--- src/rtl/rr_arbiter16_pkg.sv ---
// Shared constants and state encoding for the 16-way round-robin arbiter.
package rr_arbiter16_pkg;

  localparam int NUM_REQ = 16;
  localparam int IDX_W   = 4;

  typedef enum logic {
    IDLE  = 1'b0,
    GRANT = 1'b1
  } arb_state_t;

endpackage

--- src/rtl/rr_arbiter16_if.sv ---
// Requester-to-arbiter bundle: request vector in, grant index and one-hot out.
interface rr_arbiter16_if;
  import rr_arbiter16_pkg::*;

  logic [NUM_REQ-1:0] req;
  logic               gnt_valid;
  logic [IDX_W-1:0]   gnt_id;
  logic [NUM_REQ-1:0] gnt;

  // Requester side drives req and observes the grant.
  modport master (output req, input gnt_valid, input gnt_id, input gnt);

  // Arbiter side samples req and drives the grant.
  modport slave (input req, output gnt_valid, output gnt_id, output gnt);

endinterface

--- src/rtl/rr_arbiter16_onehot_decoder.sv ---
// Combinational 4-to-16 decoder turning the registered grant index into a one-hot grant.
module onehot_decoder
  import rr_arbiter16_pkg::*;
(
  input  logic [IDX_W-1:0]   gnt_id,
  input  logic               gnt_valid,
  output logic [NUM_REQ-1:0] gnt
);

  // Decode the index and gate it so no bit is set while there is no grant.
  always_comb begin
    gnt = '0;
    if (gnt_valid) begin
      gnt[gnt_id] = 1'b1;
    end
  end

endmodule

--- src/rtl/rr_arbiter16.sv ---
// Sixteen-way round-robin arbiter with a per-grant quantum limit under contention.
module rr_arbiter16
  import rr_arbiter16_pkg::*;
#(
  parameter int QUANTUM = 4
)
(
  input logic          clk,
  input logic          rst_n,
  rr_arbiter16_if.slave bus
);

  localparam logic [3:0] QMAX = 4'(QUANTUM - 1);

  arb_state_t         state;
  logic [IDX_W-1:0]   ptr;
  logic [3:0]         qcnt;
  logic [IDX_W-1:0]   cur_id;
  logic               valid;

  logic [NUM_REQ-1:0] cand;
  logic               others;
  logic               hit;
  logic [IDX_W-1:0]   idx;
  logic [IDX_W-1:0]   win;

  // Rotating priority search from ptr; the current holder is masked out while granting.
  always_comb begin
    cand   = (state == GRANT) ? (bus.req & ~(16'b1 << cur_id)) : bus.req;
    others = |(bus.req & ~(16'b1 << cur_id));
    hit    = 1'b0;
    idx    = '0;
    win    = '0;
    for (int i = 0; i < NUM_REQ; i++) begin
      idx = ptr + IDX_W'(i);
      if (!hit && cand[idx]) begin
        hit = 1'b1;
        win = idx;
      end
    end
  end

  // Arbitration FSM: new grants advance ptr past the winner and restart the quantum.
  always_ff @(posedge clk) begin
    if (!rst_n) begin
      state  <= IDLE;
      ptr    <= '0;
      qcnt   <= '0;
      cur_id <= '0;
      valid  <= 1'b0;
    end else begin
      case (state)
        IDLE: begin
          if (|bus.req) begin
            state  <= GRANT;
            cur_id <= win;
            valid  <= 1'b1;
            ptr    <= win + 4'd1;
            qcnt   <= '0;
          end
        end
        GRANT: begin
          if (!bus.req[cur_id]) begin
            if (others) begin
              cur_id <= win;
              ptr    <= win + 4'd1;
              qcnt   <= '0;
            end else begin
              state <= IDLE;
              valid <= 1'b0;
              qcnt  <= '0;
            end
          end else if (others && qcnt == QMAX) begin
            cur_id <= win;
            ptr    <= win + 4'd1;
            qcnt   <= '0;
          end else if (others) begin
            qcnt <= qcnt + 4'd1;
          end else begin
            qcnt <= '0;
          end
        end
        default: begin
          state <= IDLE;
          valid <= 1'b0;
        end
      endcase
    end
  end

  assign bus.gnt_valid = valid;
  assign bus.gnt_id    = cur_id;

  onehot_decoder u_decoder (
    .gnt_id    (cur_id),
    .gnt_valid (valid),
    .gnt       (bus.gnt)
  );

endmodule

--- src/flat_wrapper.sv ---
// flat-port wrapper written by rule: the top's interface ports become plain ports
module rr_arbiter16_flat import rr_arbiter16_pkg::*;
#(
  parameter int QUANTUM = 4
)
  (clk, rst_n, bus_req, bus_gnt_valid, bus_gnt_id, bus_gnt);
  rr_arbiter16_if bus_i ();
  input logic clk;
  input logic rst_n;
  input wire logic [$bits(bus_i.req)-1:0] bus_req;
  output wire logic [$bits(bus_i.gnt_valid)-1:0] bus_gnt_valid;
  output wire logic [$bits(bus_i.gnt_id)-1:0] bus_gnt_id;
  output wire logic [$bits(bus_i.gnt)-1:0] bus_gnt;
  assign bus_i.req = bus_req;
  assign bus_gnt_valid = bus_i.gnt_valid;
  assign bus_gnt_id = bus_i.gnt_id;
  assign bus_gnt = bus_i.gnt;
  rr_arbiter16 #(.QUANTUM(QUANTUM)) u_core (.clk(clk), .rst_n(rst_n), .bus(bus_i));
endmodule
--- config.mk ---
export PLATFORM = sky130hd
export DESIGN_NAME = rr_arbiter16_flat
export DESIGN_NICKNAME = d
export VERILOG_FILES = /design/src/rtl/rr_arbiter16_pkg.sv /design/src/rtl/rr_arbiter16_if.sv /design/src/rtl/rr_arbiter16_onehot_decoder.sv /design/src/rtl/rr_arbiter16.sv /design/src/flat_wrapper.sv
export SDC_FILE = /design/constraint.sdc
export NUM_CORES = 1
export LEC_CHECK = 0
export ABC_AREA = 1
export ABC_CLOCK_PERIOD_IN_PS = 3560
export CAP_MARGIN = 20
export CORE_UTILIZATION = 52
export CTS_CLUSTER_SIZE = 14
export DETAILED_ROUTE_END_ITERATION = 10
export HOLD_SLACK_MARGIN = 0.03
export MAX_ROUTING_LAYER = met4
export PLACE_DENSITY_LB_ADDON = 0.25
export SLEW_MARGIN = 20
export SYNTH_ARGS = -nofsm -noshare
export SYNTH_HDL_FRONTEND = slang
export SYNTH_SLANG_ARGS = --single-unit
--- constraint.sdc ---
create_clock -name clk -period 3.56 [get_ports clk]
set_input_delay 1.068 -clock clk [delete_from_list [all_inputs] [get_ports clk]]
set_output_delay 1.068 -clock clk [all_outputs]
set_load 0.05 [all_outputs]
==> results of run 1 <==
==> Yosys cell counts, drive strengths merged (2+ instances only) <==
master | number | area (um^2)
o211ai | 2 | 15.0
clkbuf | 6 | 23.8
o21ai | 16 | 98.9
ha | 9 | 113
xnor2 | 2 | 17.5
o31ai | 5 | 37.5
buf | 10 | 65.1
nor3 | 13 | 65.1
clkinv | 3 | 11.3
a31oi | 2 | 12.5
or2 | 2 | 12.5
o22ai | 4 | 25.0
dfxtp | 14 | 280
nand4 | 17 | 136
nor2 | 63 | 297
inv | 59 | 224
nand2 | 184 | 743
nand3 | 130 | 673
xor2 | 6 | 52.6
a21oi | 14 | 70.1
==> through the flow <==
| step | cell area (um^2) | std cells |
|---|---|---|
| 4_1_cts | 4570 | 771 |
| 2_1_floorplan | 3020 | 567 |
| 3_3_place_gp | 3990 | 740 |
| 3_5_place_dp | 3990 | 740 |
==> cell families after synthesis <==
| family | after synthesis | synth area share, % |
|---|---|---|
| AND/OR/NAND/NOR | 412 | 64.5 |
| buffers and inverters | 78 | 10.7 |
| AO/OA/AOI/OAI | 46 | 9.41 |
| flip-flops | 14 | 9.29 |
| adder cells (fa/ha/maj) | 9 | 3.73 |
| XOR/XNOR | 8 | 2.32 |
==> what timing repair did <==
item	CTS
setup endpoints to repair	8
gates cloned	0
gates resized for setup	159
buffers inserted	28
pin swaps	74
==> metal layers <==
layer | GRT overflow | global-route usage (%)
met5 | - | -
met4 | 28 | 85.9
met3 | 3 | 52.7
met2 | 66 | 101
met1 | 5 | 75.0
==> summary.txt, run 1 <==
GRT
  • Global route overflow: roughly 100
  • Largest net degree at the start of global routing: 19
  • Gr usage total: 79.0%

Placement
  • Dpl hpwl: 8.87 mm
  • Place WS: -655 ps
  • Port bufs: 38
  • Routability cong.: between 1 and 1.5

CTS
  • CTS Hold Bufs: 0
  • Num CTS Buffers: 3
  • CTS root buffer: clkbuf_8
  • Clk sinks: 14
  • Max clock buf depth: 2
  • H-Tree Depth: 1

Synthesis
  • Post-synth net total: between 500 and 600
  • Post-synth EDFFs: 0
  • Post-synthesis cell type count: 42
  • Ys async rst share: 0%
  • Mapped Cells: about 570
  • Main flop type after synthesis: dfxtp_1
  • Yosys reg bits: 14
  • Avg Inst Size Synth: ~5.3 um^2
  • Syn Std Cell Area: 3020 um^2
  • YS warnings: 0
  • Sequential element share of the synthesized area: 9.29%

Die
  • Chip Height: slightly below 80 um
  • Die width: approximately 80 um
  • Row cnt: 27
  • Initial Utilization: 54.5%
  • I/O pin count: 39

Status
  • Status: did not finish
  • Fail Step: global routing (5_1_grt)
  • First Err: [ERROR GRT-0232] Routing congestion too high. Check the congestion heatmap in the GUI.

Timing
  • Worst setup endpoint GRT: u_core.ptr[2]$_SDFFE_PN0P_/D
  • Worst EP kind: sequential cell input
==> run 2, diff against run 1 <==
--- a/config.mk
+++ b/config.mk
@@ -6,14 +6,11 @@
 export NUM_CORES = 1
 export LEC_CHECK = 0
 export ABC_AREA = 1
-export ABC_CLOCK_PERIOD_IN_PS = 3560
+export ABC_CLOCK_PERIOD_IN_PS = 4600
 export CAP_MARGIN = 20
-export CORE_UTILIZATION = 52
-export CTS_CLUSTER_SIZE = 14
+export CORE_UTILIZATION = 40
 export DETAILED_ROUTE_END_ITERATION = 10
-export HOLD_SLACK_MARGIN = 0.03
-export MAX_ROUTING_LAYER = met4
-export PLACE_DENSITY_LB_ADDON = 0.25
+export PLACE_DENSITY_LB_ADDON = 0.15
 export SLEW_MARGIN = 20
 export SYNTH_ARGS = -nofsm -noshare
 export SYNTH_HDL_FRONTEND = slang
==> constraint.sdc (replaced) <==
create_clock -name clk -period 4.6 [get_ports clk]
set_input_delay 1.38 -clock clk [delete_from_list [all_inputs] [get_ports clk]]
set_output_delay 1.38 -clock clk [all_outputs]
set_load 0.05 [all_outputs]
==> run 2 against run 1 <==
  * The run now ends clean
  * Area after synthesis is the same
  * Synthesized cell count is the same
==> summary.txt, run 2 <==
Status
  • Status: finished, final reports clean

Min path
  • Hold crit path type: flip-flop to flip-flop

Routing
  • # DRC: 0
  • Drt first-iter violations: 320
  • Vias: just under 4,000
  • DR WL/cell: roughly 15 um
  • Drt pass-1 iters: 7
  • Post-DRT Antenna Nets: 0
  • Drt via density: between 5 and 6
  • Drt total wl: around 10 mm

Die
  • Row cnt: 31 (+15%)
  • Chip Height: 88.9 um (+14%)
  • Area of the core: 7290 um^2
  • Die footprint: slightly below 8000 um^2
  • Initial Utilization: 41.4% (-13 points)
  • I/O pin count: 39 (unchanged)
  • Die width: 88.9 um (+14%)

Timing
  • Final setup violation count: 0
  • Clock skew: 1.46 ps
  • Max transition margin: between 50 and 60%
  • Least-Margin Pin Slew: slightly below 700 ps
  • Tcrit/Tclk final: between 90% and 100%
  • Slew Limit Fails: 0
  • Minimum clock period after layout: between 4000 and 5000 ps
  • Achievable Freq: between 0.2 and 0.25 GHz
  • Hold Slack: ~500 ps
  • Final Hold Fails: 0

Layout
  • Fillers: 789
  • Area Overhead vs Synth: 20.6%
  • Most common cell after layout, fill and taps aside: nand2_1
  • Non-Filler Instances: between 700 and 800
  • Most frequent cells in the layout: nand2_1, nand3_1, nor2_1
  • Multi-input gate area: 2450 um^2
  • NumNets Final: 635
  • N_diodes: 0
  • Share of layout cells above drive strength 1: 12.4%
  • FF+latch area: 280 um^2
  • Finished Cell Area: between 3000 and 4000 um^2

Setup path
  • CP Capture Type: flip-flop
  • Setup CP Type: input pin to flip-flop
  • WP data arrival: roughly 4400 ps
  • Req. time, crit path: ~4700 ps
  • Critical path launch point type: input pin
  • Worst-path maximum fanout: 7

CTS
  • Max clock buf depth: 2 (unchanged)
  • CTS Hold Bufs: 0 (unchanged)
  • CTS tree: done
  • H-Tree Depth: 1 (unchanged)
  • Worst-skew pair later-pin latency: 250 ps
  • Clk sinks: 14 (unchanged)
  • CTS root buffer: clkbuf_8
  • Num CTS Buffers: 3 (unchanged)
  • Clock Pin Slew Worst Setup and Hold Paths: about 60 ps

Synthesis
  • Largest family of logic cells by synthesized area: simple AND/OR/NAND/NOR gates
  • Post-synth net total: 594 (unchanged)
  • Sequential element share of the synthesized area: 9.29% (unchanged)
  • Main flop type after synthesis: dfxtp_1
  • Ys async rst share: 0% (unchanged)
  • Synth top area cells: nand3_1, nand2_1, dfxtp_1
  • Post-synthesis cell type count: 42 (unchanged)
  • Post-synth top cells: nand2_1, nand3_1, nor2_1
  • Yosys reg bits: 14 (unchanged)
  • Post-synthesis compound-gate area fraction: 9.41% (unchanged)
  • Mapped Cells: 567 (unchanged)
  • Area leader, netlist: nand3_1
  • Post-synth EDFFs: 0 (unchanged)
  • Post-synthesis simple-gate area fraction: 64.5% (unchanged)
  • Syn Std Cell Area: 3020 um^2 (unchanged)
  • Top cell type's share of synthesized area: 21.1% (unchanged)
  • YS warnings: 0 (unchanged)
  • Post-synthesis adder-cell area fraction: 3.73% (unchanged)
  • Mux cell area share after synthesis: 0% (unchanged)
  • Post-synthesis xor/xnor area fraction: 2.32% (unchanged)
  • Avg Inst Size Synth: 5.32 um^2 (unchanged)
  • Cell with the most instances after synthesis: nand2_1

Placement
  • Dpl hpwl: 8.25 mm (-6.9%)
  • Port bufs: 38 (unchanged)
  • Routability cong.: 0.934 (-10%)
  • Cell total after placement: 701 (-5.3%)
  • Placed cell areas: 3530 um^2 (-12%)

Power
  • Pwr dens: around 840 nW/um^2
  • Total power: 3.04 mW
  • Worst VDD drop: between 400 and 500 uV
  • Leak pwr: 1.78 nW

GRT
  • Largest net degree at the start of global routing: 19
  • Initial antenna violation count: 0
  • Global route overflow: 0
  • Vias in the first global route: 3,463
  • Gr usage total: 26.4%
  • First-pass GRT wire length: approximately 16 mm

Run
  • Max-Cap Viols: 0
## run 2: final timing paths
check                                      to  slack, ps                   startpoint  depth (start not counted)
hold reg to reg   u_core.qcnt[3]$_SDFFE_PN0P_        500  u_core.qcnt[3]$_SDFFE_PN0P_                          2
hold / removal    u_core.qcnt[3]$_SDFFE_PN0P_        500  u_core.qcnt[3]$_SDFFE_PN0P_                          2
setup / recovery   u_core.ptr[1]$_SDFFE_PN0P_        300                  bus_req[12]                         23
setup reg to reg   u_core.ptr[1]$_SDFFE_PN0P_        460   u_core.ptr[1]$_SDFFE_PN0P_                         23
## run 2: logic make-up after synthesis
kind of cell    count (synthesis)
simple gates                  412
buf+inv                        78
compound gates                 46
flops                          14
fa+ha+maj                       9
xor+xnor                        8
## run 2: critical path: stages
cell and delay [ps]:
clkdlybuf4s50_1 460, nand2_1 110, nand3_1 110, nand3_1 120, nand3_1 130, nand2_1 110, nand2_2 70, nand2_4 130
nand3_4 90, nor2_4 140, nand4_4 110, nor2_4 150, nand4_4 110, nor2_4 210, nand3_2 130, inv_2 90
nand2_1 50, nand4_1 80, nand2_1 100, inv_1 100, ha_1 230, o21ai_0 150, a21oi_1 60
## run 2: repair_timing
item	4_1_cts	5_1_grt
resized for setup	0	9
endpoints found under the setup margin	0	1
buffers inserted	0	1
## run 2: layer usage
layer	part of all wire [%]	wire (um)	up-vias	global-route usage, %
met5	0	0	-	0
met4	2.6	271	0	8.80
met3	7.8	803	26	3.45
met2	45	4650	185	43.8
met1	44	4550	1796	35.1
li1	-	-	1963	-
## run 2: cell type report
cell class	count	area share, %
multi-input cells	475	67.2
repair buffers	52	13.7
flip-flops and latches	14	7.70
inverters	62	6.46
well taps	99	3.40
clock buffers	4	1.51
## run 2: power breakdown
group	leakage, nW	internal (mW)	switching [mW]
logic	1.63	0.849	1.83
registers	0.116	0.153	0.0841
clock network	0.0288	0.0760	0.0476
total	1.78	1.08	1.96
## run 2: per-stage QoR
stage / setup TNS (ps) / setup slack (ps) / utilization, %
finish: 0 / 296 / 49.9
detailed placement: 0 / 77.6 / 48.4
global route: -56.1 / -35.7 / 49.9
floorplan: 0 / 928 / -
CTS: 0 / 344 / 49.2
global placement: 0 / 125 / 48.4
Note: power is estimated with default switching activity, not from simulation.
